[src/rtl/zombie_wave_controller.sv]
`default_nettype none
// ============================================================================
// Module   : zombie_wave_controller
// Brief    : Level sequencer for the lawn game. Runs the level FSM, spawns
//            zombies into five lanes on a move-tick schedule, walks them
//            toward the house and applies kill events.
// Revision : 1.0 - initial release
// ============================================================================
module zombie_wave_controller #(
   parameter int         TICK_DIV    = 500000,
   parameter int         SPAWN_GAP   = 64,
   parameter logic [9:0] SPAWN_X     = 10'd639,
   parameter logic [9:0] END_OF_LAWN = 10'd0,
   parameter int         KILLS_L1    = 5,
   parameter int         KILLS_L2    = 10,
   parameter int         KILLS_L3    = 15,
   parameter logic [7:0] LFSR_SEED   = 8'hA5
) (
   input  logic        clk,
   input  logic        reset_n,
   input  logic        start,
   input  logic        kill_valid,
   input  logic [2:0]  kill_lane,
   output logic [4:0]  lane_active,
   output logic [49:0] zombie_x,
   output logic [7:0]  state,
   output logic [15:0] zombies_killed,
   output logic        move_tick,
   output logic        level_done
);

   localparam int c_PRESC_W = (TICK_DIV > 1) ? $clog2(TICK_DIV) : 1;
   localparam int c_SPAWN_W = (SPAWN_GAP > 1) ? $clog2(SPAWN_GAP) : 1;
   localparam logic [c_PRESC_W-1:0] c_PRESC_LAST = c_PRESC_W'(TICK_DIV - 1);
   localparam logic [c_SPAWN_W-1:0] c_GAP_LAST   = c_SPAWN_W'(SPAWN_GAP - 1);
   localparam logic [7:0] c_GOAL_L1 = 8'(KILLS_L1);
   localparam logic [7:0] c_GOAL_L2 = 8'(KILLS_L2);
   localparam logic [7:0] c_GOAL_L3 = 8'(KILLS_L3);

   // One-hot encoding doubles as the state vector seen by the pixel logic
   typedef enum logic [7:0] {
      ST_I     = 8'h01,
      ST_L1    = 8'h02,
      ST_NL2   = 8'h04,
      ST_L2    = 8'h08,
      ST_NL3   = 8'h10,
      ST_L3    = 8'h20,
      ST_DONEL = 8'h40,
      ST_DONEW = 8'h80
   } state_t;

   state_t                 r_state;
   state_t                 w_state_nxt;
   state_t                 w_clear_st;
   logic [c_PRESC_W-1:0]   r_presc;
   logic [c_SPAWN_W-1:0]   r_spawn_cnt;
   logic [c_SPAWN_W-1:0]   w_spawn_nxt;
   logic [7:0]             r_lfsr;
   logic [7:0]             r_lvl_cnt;
   logic [7:0]             w_lvl_nxt;
   logic [7:0]             w_goal;
   logic [4:0]             w_active_nxt;
   logic [4:0]             w_kill_mask;
   logic [49:0]            w_x_nxt;
   logic [15:0]            w_killed_nxt;
   logic [9:0]             w_step;
   logic [2:0]             w_cand;
   logic [2:0]             w_lane;
   logic [3:0]             w_probe;
   logic                   w_done_nxt;
   logic                   w_in_level;
   logic                   w_loss;
   logic                   w_spawn_try;
   logic                   w_found;

   assign state = r_state;

   // Level FSM state register
   always_ff @(posedge clk or negedge reset_n) begin
      if (!reset_n) r_state <= ST_I;
      else          r_state <= w_state_nxt;
   end

   // Free-running prescaler; move_tick marks the clock after each wrap
   always_ff @(posedge clk or negedge reset_n) begin
      if (!reset_n) begin
         r_presc   <= '0;
         move_tick <= 1'b0;
      end else if (r_presc == c_PRESC_LAST) begin
         r_presc   <= '0;
         move_tick <= 1'b1;
      end else begin
         r_presc   <= r_presc + c_PRESC_W'(1);
         move_tick <= 1'b0;
      end
   end

   // Spawn-lane LFSR, x^8+x^6+x^5+x^4, shifting every clock
   always_ff @(posedge clk or negedge reset_n) begin
      if (!reset_n) r_lfsr <= LFSR_SEED;
      else          r_lfsr <= {r_lfsr[6:0], r_lfsr[7] ^ r_lfsr[5] ^ r_lfsr[4] ^ r_lfsr[3]};
   end

   // Next state, kills, movement and spawn for the coming clock
   always_comb begin
      w_state_nxt  = r_state;
      w_clear_st   = ST_I;
      w_active_nxt = lane_active;
      w_x_nxt      = zombie_x;
      w_lvl_nxt    = r_lvl_cnt;
      w_killed_nxt = zombies_killed;
      w_spawn_nxt  = r_spawn_cnt;
      w_done_nxt   = 1'b0;
      w_in_level   = 1'b0;
      w_step       = 10'd0;
      w_goal       = 8'd0;
      w_loss       = 1'b0;
      w_spawn_try  = 1'b0;
      w_found      = 1'b0;
      w_lane       = 3'd0;
      w_probe      = 4'd0;
      w_kill_mask  = 5'd0;
      // Fold LFSR values 5/6/7 back onto lanes 0/1/2
      w_cand = (r_lfsr[2:0] > 3'd4) ? (r_lfsr[2:0] - 3'd5) : r_lfsr[2:0];

      case (r_state)
         ST_L1: begin
            w_in_level = 1'b1; w_step = 10'd1; w_goal = c_GOAL_L1; w_clear_st = ST_NL2;
         end
         ST_L2: begin
            w_in_level = 1'b1; w_step = 10'd2; w_goal = c_GOAL_L2; w_clear_st = ST_NL3;
         end
         ST_L3: begin
            w_in_level = 1'b1; w_step = 10'd3; w_goal = c_GOAL_L3; w_clear_st = ST_DONEW;
         end
         default: ;
      endcase

      for (int i = 0; i < 5; i++)
         w_kill_mask[i] = w_in_level && kill_valid && lane_active[i] && (kill_lane == 3'(i));

      if (w_in_level) begin
         if (|w_kill_mask) begin
            w_active_nxt = lane_active & ~w_kill_mask;
            w_lvl_nxt    = r_lvl_cnt + 8'd1;
            if (zombies_killed != 16'hFFFF)
               w_killed_nxt = zombies_killed + 16'd1;
         end
         if (move_tick) begin
            // A lane killed this clock is already inactive here, so it cannot lose
            for (int i = 0; i < 5; i++) begin
               if (w_active_nxt[i]) begin
                  if (zombie_x[10*i +: 10] <= END_OF_LAWN + w_step) begin
                     w_x_nxt[10*i +: 10] = END_OF_LAWN;
                     w_loss              = 1'b1;
                  end else begin
                     w_x_nxt[10*i +: 10] = zombie_x[10*i +: 10] - w_step;
                  end
               end
            end
            if (r_spawn_cnt == c_GAP_LAST) begin
               w_spawn_nxt = '0;
               w_spawn_try = 1'b1;
            end else begin
               w_spawn_nxt = r_spawn_cnt + c_SPAWN_W'(1);
            end
         end
         // Occupancy uses the pre-kill mask: a lane killed this clock stays taken
         if (w_spawn_try) begin
            for (int k = 0; k < 5; k++) begin
               w_probe = {1'b0, w_cand} + 4'(k);
               if (w_probe > 4'd4) w_probe = w_probe - 4'd5;
               if (!w_found && !lane_active[w_probe[2:0]]) begin
                  w_found = 1'b1;
                  w_lane  = w_probe[2:0];
               end
            end
         end
         if (w_found) begin
            w_active_nxt[w_lane]       = 1'b1;
            w_x_nxt[10*w_lane +: 10]   = SPAWN_X;
         end
         // Loss beats a simultaneous level-clearing kill
         if (w_loss) begin
            w_state_nxt  = ST_DONEL;
            w_active_nxt = 5'd0;
            w_lvl_nxt    = 8'd0;
         end else if (w_lvl_nxt >= w_goal) begin
            w_state_nxt  = w_clear_st;
            w_active_nxt = 5'd0;
            w_lvl_nxt    = 8'd0;
            w_done_nxt   = 1'b1;
         end
      end else if (start) begin
         case (r_state)
            ST_I: begin
               w_state_nxt  = ST_L1;
               w_killed_nxt = 16'd0;
               w_lvl_nxt    = 8'd0;
               w_active_nxt = 5'd0;
               w_spawn_nxt  = '0;
            end
            ST_NL2:             w_state_nxt = ST_L2;
            ST_NL3:             w_state_nxt = ST_L3;
            ST_DONEL, ST_DONEW: w_state_nxt = ST_I;
            default: ;
         endcase
      end
   end

   // Lane, score and spawn-schedule registers
   always_ff @(posedge clk or negedge reset_n) begin
      if (!reset_n) begin
         lane_active    <= 5'd0;
         zombie_x       <= {5{SPAWN_X}};
         zombies_killed <= 16'd0;
         r_lvl_cnt      <= 8'd0;
         r_spawn_cnt    <= '0;
         level_done     <= 1'b0;
      end else begin
         lane_active    <= w_active_nxt;
         zombie_x       <= w_x_nxt;
         zombies_killed <= w_killed_nxt;
         r_lvl_cnt      <= w_lvl_nxt;
         r_spawn_cnt    <= w_spawn_nxt;
         level_done     <= w_done_nxt;
      end
   end

endmodule
`default_nettype wire
[config.mk]
export PLATFORM = sky130hd
export DESIGN_NAME = zombie_wave_controller
export DESIGN_NICKNAME = d
export VERILOG_FILES = /design/src/rtl/zombie_wave_controller.sv
export SDC_FILE = /design/constraint.sdc
export NUM_CORES = 1
export LEC_CHECK = 0
export BUFFER_PORTS_ARGS = -buffer_cell sky130_fd_sc_hd__buf_2
export CAP_MARGIN = 20
export CORE_MARGIN = 2
export CORE_UTILIZATION = 61
export CTS_CLUSTER_SIZE = 8
export DETAILED_ROUTE_END_ITERATION = 8
export PLACE_DENSITY = 0.91
export SETUP_SLACK_MARGIN = 0.1
export SYNTH_ARGS = -nofsm -noshare
export SYNTH_HDL_FRONTEND = slang
export SYNTH_SLANG_ARGS = --single-unit
[constraint.sdc]
create_clock -name clk -period 8.04 [get_ports clk]
set_input_delay 0.402 -clock clk [delete_from_list [all_inputs] [get_ports clk]]
set_output_delay 0.402 -clock clk [all_outputs]
set_load 0.02 [all_outputs]
Word level (Yosys, flattened, before mapping)
Index checks and enable logic that the tools add are counted.
Word-level totals
  bits in latches: 0
  memories kept: 0
  bits in registers: 122
  memory bits (writable): 0
  bits in read-only memories: 0
  logic and storage cells: 232
Cells by class
  reductions and logical operators: 35
  $add $sub $neg: 20
  shifts and indexed selects: 2
  order comparisons: 19
  bitwise gates (word level): 6
  multipliers: 1
  mux-type cells: 120
  eq/ne operators: 19
  divide/modulo/power cells: 0
Operators with widths (number)
  $mux 50: 3
  $mux 10: 10
  $mux 8: 11
  $mux 16: 5
  $mux 3: 23
  $bwmux 50: 1
  $le 10x10->1: 5
  $shift 10x34->50 const A: 1
  $shiftx 10x34->50 const A: 1
  $sub 10x10->10: 5
  $mux 1: 43
  $mux 5: 8
  $neg 7->34: 1
  $pmux 8 s4: 1
  $mux 6: 5
  $lt 3x4->1 const B: 6
  $pmux 8 s3: 1
  $add 19x1->19 const B: 1
  $eq 19x19->1 const B: 1
  $mux 19: 1
  $sub 3x3->3 const B: 6
  $add 16x1->16 const B: 1
  $gt 4x3->1 const B: 4
  $logic_and 1x1->1: 16
  43 further kinds: 62

Depth between registers and ports, before layout
Gate-level depths: netlist of the first run.
  depth after elaboration: 40
  gate-level depth with buffers: 33
  gate-level depth less buffers: 30

Worst setup path before layout of the first run
OpenSTA, ideal clock, no wires.
  path kind: register to register
  start: register r_lfsr[0]
  end: register zombie_x[33]
  data required time: 7.957 ns
  arrival time: 6.516 ns
  buffers on the path: 0
  cell stages (with the launch flop): 29
  path slack: 1.440 ns
  cells stage by stage: dfstp_2 inv_1 ha_1 inv_1 ha_1 or2b_1 nand2_1 inv_1 ha_1 inv_1 ha_1 or4bb_1 o31ai_1 a211oi_1 o22ai_1 mux2i_1 or3_1 nand3_1 inv_1 ha_1 ha_1 nor2_1 nand2_1 xor2_1 nand3_1 nor2_1 nand3_1 a21o_1 a221o_1
On the way
  cells in the longest elaborated chain, start to end: 36
  elaborated cells on any way between the ends: 82
  classes of those cells: add/sub (11); mul (1); order compare (6); shift (2); mux (50); reduce/logical (12)
RTL lines
  start, declared: line 58  | logic [7:0] r_lfsr;
  start signal, assigned: line 101  | else r_lfsr <= {r_lfsr[6:0], r_lfsr[7] ^ r_lfsr[5] ^ r_lfsr[4] ^ r_lfsr[3]};
  $sub 3x3->3 or $gt 3x3->1 (tied branches): line 124  | w_cand = (r_lfsr[2:0] > 3'd4) ? (r_lfsr[2:0] - 3'd5) : r_lfsr[2:0];
  $mux 3 *: line 124
  parallel branches: the longest is 33 deep, another holds $add 3x1->4
  $mux 50 *: line 179  | if (w_found) begin
  end signal, assigned: line 215  | zombie_x <= {5{SPAWN_X}};
  end signal, assigned: line 222  | zombie_x <= w_x_nxt;
  end, declared: line 25  | output logic [49:0] zombie_x,
Mark *: on every way between the ends. The select of a mux whose other input is x is not followed.
A chain may end at the register's enable or synchronous reset.

Final worst setup path of the first run
  start: register r_lfsr[0]
  end: register zombie_x[38]
The elaborated chain is that of the path after synthesis.

==> results of run 1 <==
[registers in the layout (all words and copies together), names as in the netlist]
signal / count
zombie_x: 50
r_presc: 19
zombies_killed: 16
r_lfsr: 8
r_lvl_cnt: 8
state: 8
r_spawn_cnt: 6
lane_active: 5
level_done: 1
move_tick: 1
[worst max-delay path by stage]
| stage | start | cells after the start | slack [ps] | endpoint |
|---|---|---|---|---|
| floorplan | r_lfsr[0] | 28 | 1440 | zombie_x[33] |
| global placement | r_lfsr[0] | 27 | 330 | zombie_x[38] |
| detailed placement | r_lfsr[0] | 27 | 160 | zombie_x[38] |
| CTS | r_lfsr[0] | 27 | 230 | zombie_x[38] |
| global route | r_lfsr[0] | 28 | 80 | zombie_x[38] |
| finish | r_lfsr[0] | 28 | 530 | zombie_x[38] |
[metal layers]
layer,vias to the layer above,share of wire [%],GRT usage [%]
li1,4494,-,-
met1,4699,41,44.0
met2,593,45,52.3
met3,116,10,8.28
met4,0,3.2,12.3
met5,-,0,0
[power groups by stage]
stage          combinational [mW]  sequential, mW  clock [mW]
6_report                   0.0166           0.615       0.751
5_1_grt                    0.0192           0.615       0.782
4_1_cts                    0.0173           0.615       0.755
3_5_place_dp               0.0173           0.625           0
3_3_place_gp               0.0167           0.625           0
2_1_floorplan             0.00185           0.626           0
[placed cells by master, fill, tap and decap left out, types with 19 or more instances in the layout]
master / Yosys / routed
a21oi_1: 38 / 37
and3_1: 22 / 22
buf_2: 6 / 86
dfrtp_1: 77 / 77
dfstp_2: 45 / 45
ha_1: 42 / 39
inv_1: 57 / 57
mux2i_1: 19 / 19
nand2_1: 138 / 137
nand3_1: 47 / 47
nor2_1: 103 / 99
nor3_1: 52 / 52
o21ai_0: 82 / 81
or3_1: 25 / 25
xnor2_1: 27 / 26
[through the flow]
step	power [mW]	instance area (sq um)	utilization [%]
final	1.38	11000	69.9
after global routing	1.42	11000	69.9
after CTS	1.39	10900	69.4
after detailed placement	0.643	10300	65.7
after global placement	0.642	10300	65.7
after floorplan	0.627	9710	-
[cells by family (layout without fill, tap and decap cells)]
family	Yosys count	in the layout	share of synthesized area (%)
and+or+nand+nor	500	500	25.9
AOI/OAI and AO/OA	319	319	24.5
muxes	24	24	2.54
xor gates and xnor gates	43	43	4.22
buffers and inverters	108	191	4.36
DFF	122	122	32.0
adders and majority gates	47	47	6.45
[final cells by class]
class / count / share of cell area (%)
clock buffer: 21 / 4.19
sequential: 122 / 28.3
multi-input combinational: 933 / 57.1
inverter: 58 / 2.00
tap: 216 / 2.46
timing repair buffer: 101 / 4.94
clock inverter: 11 / 1.01
[synth_stat cells, types with 19 or more instances]
library cell / count
nand2_1: 138
nor2_1: 103
o21ai_0: 82
dfrtp_1: 77
inv_1: 57
nor3_1: 52
nand3_1: 47
dfstp_2: 45
ha_1: 42
clkbuf_1: 41
a21oi_1: 38
xnor2_1: 27
or3_1: 25
and3_1: 22
mux2i_1: 19
[timing repair]
action	CTS	global route
pin swaps	0	1
hold buffers	0	0
resized for setup	1	19
setup endpoints to repair	1	47
setup buffers	0	0
hold endpoints to repair	0	0
==> impl_metrics.py, run 1 <==
metrics = {
    "layout": {
        "antennaDiodeCount": 0,
        "multi_input_area_sq_um": 6270,
        "seq_area_sq_um": 3110,
        "final_layout_size_suffix_gt1_share_pct": 18.5,
        "nets": 1287,
        "nFillCells": 1172,
        "fin_cells": 1462,
        "syn_to_final_growth_pct": 13.2,
    },
    "worst_setup_path": {
        "path_buf_inv": 5,
        "ff2ff_setup_slack_ps": 530,
        "crit_arrival_ps": 7880,
        "start_kind": "flip-flop",
        "cp_data_required_time_ps": 8410,
        "crit_slowest_cell": "dfstp_2",
        "r2r-start": "r_lfsr[0]",
        "cp_top_family": "compound AO/OA/AOI/OAI gates",
        "reg2reg_depth": 28,
        "critPathMaxFanout": 11,
        "r2r_end": "zombie_x[38]",
        "slowest_delay_ps": 630,
        "endpoint_kind": "flip-flop",
        "path_class": "reg -> reg",
    },
    "clock_tree": {
        "h-tree-depth": 4,
        "cts_inserted_buffers": 17,
        "cts_buffer_depth": 2,
        "cts-root-buf": "clkbuf_16",
        "clk_pin_slew_ps": 60,
        "cts_tree": "built",
        "clkLatencyLatePin_ps": 430,
        "cts.sinks": 122,
    },
    "logic_synthesis": {
        "synthCells": 1163,
        "yosys.area.top_type_share_pct": 19.9,
        "yosysUniqueCellTypes": 95,
        "synth-seq-area-share_pct": 32.0,
        "syn-num-nets": 1217,
        "synth_top_flop_cell": "dfrtp_1",
        "avgSynthCellArea_sq_um": 8.35,
        "ys_ff_latch": 122,
        "async_flop_share_pct": 100,
        "syn_area_sq_um": 9710,
        "synth_edf_count": 0,
        "yosysTopAreaCell": "dfrtp_1",
        "ys_warn_count": 0,
        "synth_area_leaders": "dfrtp_1, dfstp_2, ha_1, nand2_1, o21ai_0",
    },
    "sta": {
        "max_freq_mhz": 133,
        "worst_clock_skew_ps": 10.3,
        "setup_viol": 0,
        "rsz0062_at_grt": "false",
        "fin_ws_ps": 529,
        "fin_crit_ps": 7510,
        "final_hold_viol_count": 2,
        "fin_crit_sh_pct": 93.4,
        "hold_slack_ps": -3.65,
        "final.setup.tns_ps": 0,
        "drv_slew": 0,
        "worst_pin_slew_ps": 1150,
        "slew_headroom_pct": 22.9,
    },
    "power_and_ir_drop": {
        "ir_worst_vdd_mv": 0.153,
        "pwr-share-seq_pct": 44.5,
        "p_per_area_nw_per_um2": 126,
        "intPower_mw": 1.06,
        "pwr-share-clk_pct": 54.3,
        "p_leak_nw": 4.47,
        "pwr-share-comb_pct": 1.2,
        "p_sw_share_pct": 23.1,
        "switchingPower_uw": 320,
    },
    "floorplanning": {
        "dieArea_sq_um": 16900,
        "fp.dieW_um": 130,
        "coreArea_sq_um": 15700,
        "initial_core_util_pct": 61.8,
        "ioPinCount": 88,
        "die_h_um": 130,
        "row_count": 46,
    },
    "grt": {
        "grt_usage_pct": 33.0,
        "grt_first_pass_wirelength_mm": 44.6,
        "grt_max_degree": 77,
        "first_global_vias": 9013,
        "grt.overflow.total": 0,
        "antenna_found_initial": 0,
    },
    "placed_design": {
        "dp_cells": 1430,
        "dp_hpwl_mm": 19.6,
        "dpl_worst_slack_ps": 160,
        "io_buffers": 87,
        "gp_congestion": 1.01,
    },
    "route": {
        "dr_total_vias": 9902,
        "detail_route.wl_per_cell_um": 19.1,
        "wl_mm": 27.9,
        "viasPerCell": 6.77,
        "detail_route.first_pass.iterations": 6,
        "drtAntennaViolNets": 0,
        "drc_errors": 0,
        "drt_iter0_drc": 1119,
    },
    "worst_hold_path": {
        "min_path_type": "in -> async",
    },
    "run_status": {
        "outcome": "finished, violations left",
        "violations": "hold timing",
    },
    "flow_run": {
        "maxCapViolCount": 0,
    },
}
(Power assumes the default switching activity.)
==> inputs of run 2 (changes only) <==
--- a/config.mk
+++ b/config.mk
@@ -6,12 +6,13 @@
 export NUM_CORES = 1
 export LEC_CHECK = 0
 export BUFFER_PORTS_ARGS = -buffer_cell sky130_fd_sc_hd__buf_2
-export CAP_MARGIN = 20
+export CAP_MARGIN = 0
 export CORE_MARGIN = 2
-export CORE_UTILIZATION = 61
+export CORE_UTILIZATION = 45
 export CTS_CLUSTER_SIZE = 8
 export DETAILED_ROUTE_END_ITERATION = 8
-export PLACE_DENSITY = 0.91
+export MAX_ROUTING_LAYER = met4
+export PLACE_DENSITY = 0.72
 export SETUP_SLACK_MARGIN = 0.1
 export SYNTH_ARGS = -nofsm -noshare
 export SYNTH_HDL_FRONTEND = slang
==> run 2 against run 1 <==
- the flow still finishes with violations (hold timing)
- first-iteration DRC count fell by 19%
- worst hold slack got worse by 3.2 ps
- global-route usage fell by 7.7 points
- register-to-register slack improved by 30 ps
- via count fell by 4.5%
==> impl_metrics.py, run 2 (synthesized netlist as in run 1, its figures left out) <==
metrics = {
    "grt": {
        "grt_usage_pct": 25.4,
        "grt.overflow.total": 0,
        "grt_first_pass_wirelength_mm": 44.9,
        "antenna_found_initial": 0,
        "grt_max_degree": 71,
        "first_global_vias": 8756,
    },
    "worst_setup_path": {
        "reg2reg_depth": 28,
        "slowest_delay_ps": 620,
        "start_kind": "flip-flop",
        "path_class": "reg -> reg",
        "endpoint_kind": "flip-flop",
        "ff2ff_setup_slack_ps": 550,
        "crit_slowest_cell": "dfstp_2",
        "cp_data_required_time_ps": 8350,
        "r2r_end": "zombie_x[37]",
        "r2r-start": "r_lfsr[0]",
        "critPathMaxFanout": 15,
        "crit_arrival_ps": 7790,
    },
    "route": {
        "viasPerCell": 6.21,
        "drc_errors": 0,
        "drtAntennaViolNets": 0,
        "wl_mm": 27.7,
        "detail_route.first_pass.iterations": 6,
        "detail_route.wl_per_cell_um": 18.2,
        "drt_iter0_drc": 907,
        "dr_total_vias": 9452,
    },
    "floorplanning": {
        "die_h_um": 151,
        "dieArea_sq_um": 22800,
        "fp.dieW_um": 151,
        "ioPinCount": 88,
        "row_count": 53,
        "initial_core_util_pct": 46.0,
        "coreArea_sq_um": 21100,
    },
    "placed_design": {
        "placed_area_sq_um": 10400,
        "dp_hpwl_mm": 20.1,
        "gp_congestion": 0.962,
        "io_buffers": 87,
    },
    "layout": {
        "antennaDiodeCount": 0,
        "layout_common_cells": "nand2_1, nor2_1, buf_2, o21ai_0, dfrtp_1",
        "syn_to_final_growth_pct": 13.7,
        "top_regs": "zombie_x x50, r_presc x19, zombies_killed x16",
        "regMostFlops": "zombie_x",
        "nets": 1287,
        "largest_reg_flops": 50,
        "fin_util_pct": 52.3,
        "final_common_cell": "nand2_1",
        "stdcell_area_sq_um": 11000,
        "final_layout_size_suffix_gt1_share_pct": 18.1,
    },
    "flow_run": {
        "maxCapViolCount": 0,
    },
    "clock_tree": {
        "clkLatencyLatePin_ps": 430,
        "cts_hold_buf": 0,
        "cts_buffer_depth": 2,
        "cts-root-buf": "clkbuf_16",
        "cts.sinks": 122,
        "cts_inserted_buffers": 17,
        "cts_resized": 0,
        "h-tree-depth": 4,
        "clk_pin_slew_ps": 70,
        "post_cts_buffers": 0,
        "cts_tree": "built",
    },
    "sta": {
        "worst_clock_skew_ps": 9.00,
        "worst_pin_slew_ps": 990,
        "final_hold_viol_count": 2,
        "fin_crit_sh_pct": 93.1,
        "final.setup.tns_ps": 0,
        "drv_slew": 0,
        "max_freq_mhz": 134,
        "rsz0062_at_grt": "false",
        "slew_headroom_pct": 33.8,
        "hold_slack_ps": -6.83,
        "setup_viol": 0,
        "fin_crit_ps": 7490,
    },
    "power_and_ir_drop": {
        "p_per_area_nw_per_um2": 129,
        "ir_worst_vdd_mv": 0.118,
        "p_leak_nw": 4.50,
    },
    "worst_hold_path": {
        "min_path_type": "in -> async",
    },
    "run_status": {
        "violations": "hold timing",
        "outcome": "finished, violations left",
    },
}
-- run 2: metal layers --
layer	global-route usage (%)	up-vias	share of wire, %
met1	34.8	4580	46
met2	38.5	337	46
li1	-	4492	-
met3	4.61	43	6.5
met4	7.57	0	1.9
met5	-	-	0
-- run 2: final cells by class --
cell class | count | area [sq um]
inverter | 58 | 220
tap | 275 | 344
clock buffer | 17 | 425
clock inverter | 15 | 169
sequential | 122 | 3110
fill | 1966 | 10100
timing repair buffer | 101 | 543
multi-input combinational | 933 | 6220
-- run 2: worst max-delay path: cells and delay by family (launching register included) --
kind,cells,cell delay (ps)
adders and majority gates,6,1980
AOI/OAI and AO/OA,9,2190
buffers and inverters,6,540
DFF,1,620
and+or+nand+nor,7,2010
-- run 2: worst max path at each step --
| stage | start | end | slack (ps) | cells past startpoint |
|---|---|---|---|---|
| 6_report | r_lfsr[0] | zombie_x[37] | 550 | 28 |
| 5_1_grt | r_lfsr[0] | zombie_x[20] | 110 | 27 |
| 4_1_cts | r_lfsr[0] | zombie_x[37] | 390 | 27 |
| 3_5_place_dp | r_lfsr[0] | zombie_x[33] | 390 | 28 |
| 3_3_place_gp | r_lfsr[0] | zombie_x[37] | 650 | 27 |
| 2_1_floorplan | r_lfsr[0] | zombie_x[33] | 1440 | 28 |
-- run 2: power breakdown --
| part | switching (mW) | total, mW | internal [mW] |
|---|---|---|---|
| Sequential | 0 | 0.615 | 0.615 |
| Combinational | 0.0142 | 0.0165 | 0.00225 |
| Clock | 0.345 | 0.789 | 0.444 |
-- run 2: through the flow --
| stage | setup slack (ps) | hold WS (ps) | cells | power (mW) |
|---|---|---|---|---|
| 2_1_floorplan | 1440 | 106 | 1163 | 0.627 |
| 3_3_place_gp | 648 | 337 | 1489 | 0.643 |
| 3_5_place_dp | 389 | 345 | 1489 | 0.643 |
| 4_1_cts | 387 | 17.0 | 1521 | 1.43 |
| 5_1_grt | 106 | 49.7 | 1521 | 1.46 |
| 6_report | 555 | -6.83 | 1521 | 1.42 |
==> inputs of run 3 (changes only) <==
--- a/config.mk
+++ b/config.mk
@@ -11,7 +11,6 @@
 export CORE_UTILIZATION = 45
 export CTS_CLUSTER_SIZE = 8
 export DETAILED_ROUTE_END_ITERATION = 8
-export MAX_ROUTING_LAYER = met4
 export PLACE_DENSITY = 0.72
 export SETUP_SLACK_MARGIN = 0.1
 export SYNTH_ARGS = -nofsm -noshare
==> run 3 against run 2 <==
- the run now ends clean
- setup slack improved by 95 ps
- wire length rose by 1.1%
- die area is the same
- count of clock-buffer cells in the layout stayed put
- utilization rose by 0.065 points
- cell count about the same
- clock power rose by 1%
- sequential power barely moved
- critical path depth unchanged
- critical path type unchanged
- largest cell class unchanged
- highest routed layer unchanged
==> impl_metrics.py, run 3 (synthesized netlist as in run 1, its figures left out) <==
metrics = {
    "placed_design": {
        "placed_area_sq_um": 10400,
        "dp_hpwl_mm": 19.9,
        "io_buffers": 87,
        "dp_cells": 1488,
        "gp_congestion": 0.963,
    },
    "worst_setup_path": {
        "cp_data_required_time_ps": 8350,
        "critPathMaxFanout": 22,
        "path_class": "reg -> reg",
        "r2r-start": "r_lfsr[0]",
        "startpoint": "r_lfsr[0]",
        "start_kind": "flip-flop",
        "cp_top_family": "compound AO/OA/AOI/OAI gates",
        "cp_common_cell": "ha_1",
        "slowest_delay_ps": 620,
        "endpoint_kind": "flip-flop",
        "crit_slowest_cell": "dfstp_2",
        "crit_arrival_ps": 7700,
        "path_buf_inv": 4,
        "ff2ff_setup_slack_ps": 650,
    },
    "run_status": {
        "outcome": "complete, no violations",
    },
    "sta": {
        "slew_headroom_pct": 34.3,
        "drv_slew": 0,
        "setup_viol": 0,
        "final.setup.tns_ps": 0,
        "worst_pin_slew_ps": 981,
        "fin_crit_ps": 7390,
        "rsz0062_at_grt": "false",
        "worst_clock_skew_ps": 7.58,
        "final_hold_viol_count": 0,
        "fin_crit_sh_pct": 91.9,
        "max_freq_mhz": 135,
    },
    "floorplanning": {
        "ioPinCount": 88,
        "initial_core_util_pct": 46.0,
        "fp.dieW_um": 151,
        "die_h_um": 151,
        "coreArea_sq_um": 21100,
        "row_count": 53,
        "dieArea_sq_um": 22800,
    },
    "grt": {
        "grt_first_pass_wirelength_mm": 45.0,
        "use_met1_pct": 34.6,
        "antenna_found_initial": 0,
        "grt_usage_pct": 24.8,
        "grt-busiest-layer": "met2",
        "use_met3_pct": 5.03,
        "grt_max_degree": 63,
        "use_met2_pct": 37.5,
        "first_global_vias": 8859,
        "grt.overflow.total": 0,
    },
    "power_and_ir_drop": {
        "pwr-share-comb_pct": 1.2,
        "pwr-share-clk_pct": 55.8,
        "p_sw_share_pct": 24.0,
        "ir_worst_vdd_mv": 0.0949,
        "p_total_mw": 1.43,
        "intPower_mw": 1.09,
        "switchingPower_uw": 344,
        "pwr-share-seq_pct": 43.0,
        "p_per_area_nw_per_um2": 129,
        "p_leak_nw": 4.50,
    },
    "layout": {
        "layout_common_cells": "nand2_1, nor2_1, buf_2, o21ai_0, dfrtp_1",
        "top_regs": "zombie_x x50, r_presc x19, zombies_killed x16",
        "antennaDiodeCount": 0,
        "fin_cells": 1520,
        "stdcell_area_sq_um": 11000,
        "nFillCells": 2020,
        "regMostFlops": "zombie_x",
        "nets": 1286,
        "final_common_cell": "nand2_1",
        "syn_to_final_growth_pct": 13.8,
        "largest_reg_flops": 50,
        "final_layout_size_suffix_gt1_share_pct": 18.2,
    },
    "route": {
        "drtAntennaViolNets": 0,
        "drt_iter0_drc": 790,
        "dr_total_vias": 9489,
        "viasPerCell": 6.24,
        "detail_route.first_pass.iterations": 5,
        "wl_mm": 28.0,
        "drc_errors": 0,
        "detail_route.wl_per_cell_um": 18.4,
    },
    "clock_tree": {
        "cts_tree": "built",
        "clkLatencyLatePin_ps": 430,
        "cts_inserted_buffers": 17,
        "cts_buffer_depth": 2,
        "h-tree-depth": 4,
        "cts-root-buf": "clkbuf_16",
        "cts.sinks": 122,
        "clk_pin_slew_ps": 70,
    },
    "flow_run": {
        "maxCapViolCount": 0,
    },
    "worst_hold_path": {
        "min_path_type": "in -> async",
    },
}
## run 3: final timing paths
kind | cells past startpoint | endpoint
max in group asynchronous | 2 | zombie_x[48]
max | 28 | zombie_x[18]
min reg2reg | 0 | r_lfsr[7]
min | 1 | zombies_killed[10]
min in group clk | 0 | r_lfsr[7]
max reg2reg | 28 | zombie_x[18]
## run 3: power by group through the flow
stage,Combinational [mW],Sequential [mW],Clock [mW]
floorplan,0.00185,0.626,0
global placement,0.0175,0.625,0
detailed placement,0.0179,0.625,0
CTS,0.0179,0.615,0.807
global route,0.0200,0.615,0.837
finish,0.0169,0.615,0.798
## run 3: area by class of cell
type                       instances  area (sq um)  share of cell area [%]
clock inverter                    15           178                    1.61
clock buffer                      17           425                    3.85
inverter                          58           220                    1.99
timing repair buffer             100           536                    4.85
multi-input combinational        933          6230                    56.4
sequential                       122          3110                    28.1
tap                              275           344                    3.11
## run 3: metal layers
| metal | vias to the layer above | routed length [um] |
|---|---|---|
| met5 | - | 0 |
| met4 | 0 | 737 |
| met3 | 72 | 2310 |
| met2 | 424 | 12400 |
| met1 | 4499 | 12600 |
| li1 | 4494 | - |
## run 3: per-stage QoR
step                      util (%)  hold slack, ps  setup WS, ps
final                         52.4            49.0           649
after detailed placement      49.3             349           556
after CTS                     52.2            88.5           531
after global placement        49.3             335           746
after global routing          52.4             110           138
after floorplan                  -             106          1440
## run 3: worst register-to-register path, delay by kind of cell (launching register included)
| kind | cells | cell delay (ps) |
|---|---|---|
| compound gates | 11 | 3210 |
| mux | 2 | 580 |
| simple gates | 5 | 830 |
| fa+ha+maj | 6 | 1650 |
| flops | 1 | 620 |
| buf+inv | 4 | 360 |
## run 3: timing repair
| item | CTS | global route |
|---|---|---|
| resized for setup | 0 | 13 |
| endpoints found under the setup margin | 0 | 34 |
| hold buffers | 0 | 0 |
| buffers inserted | 0 | 0 |
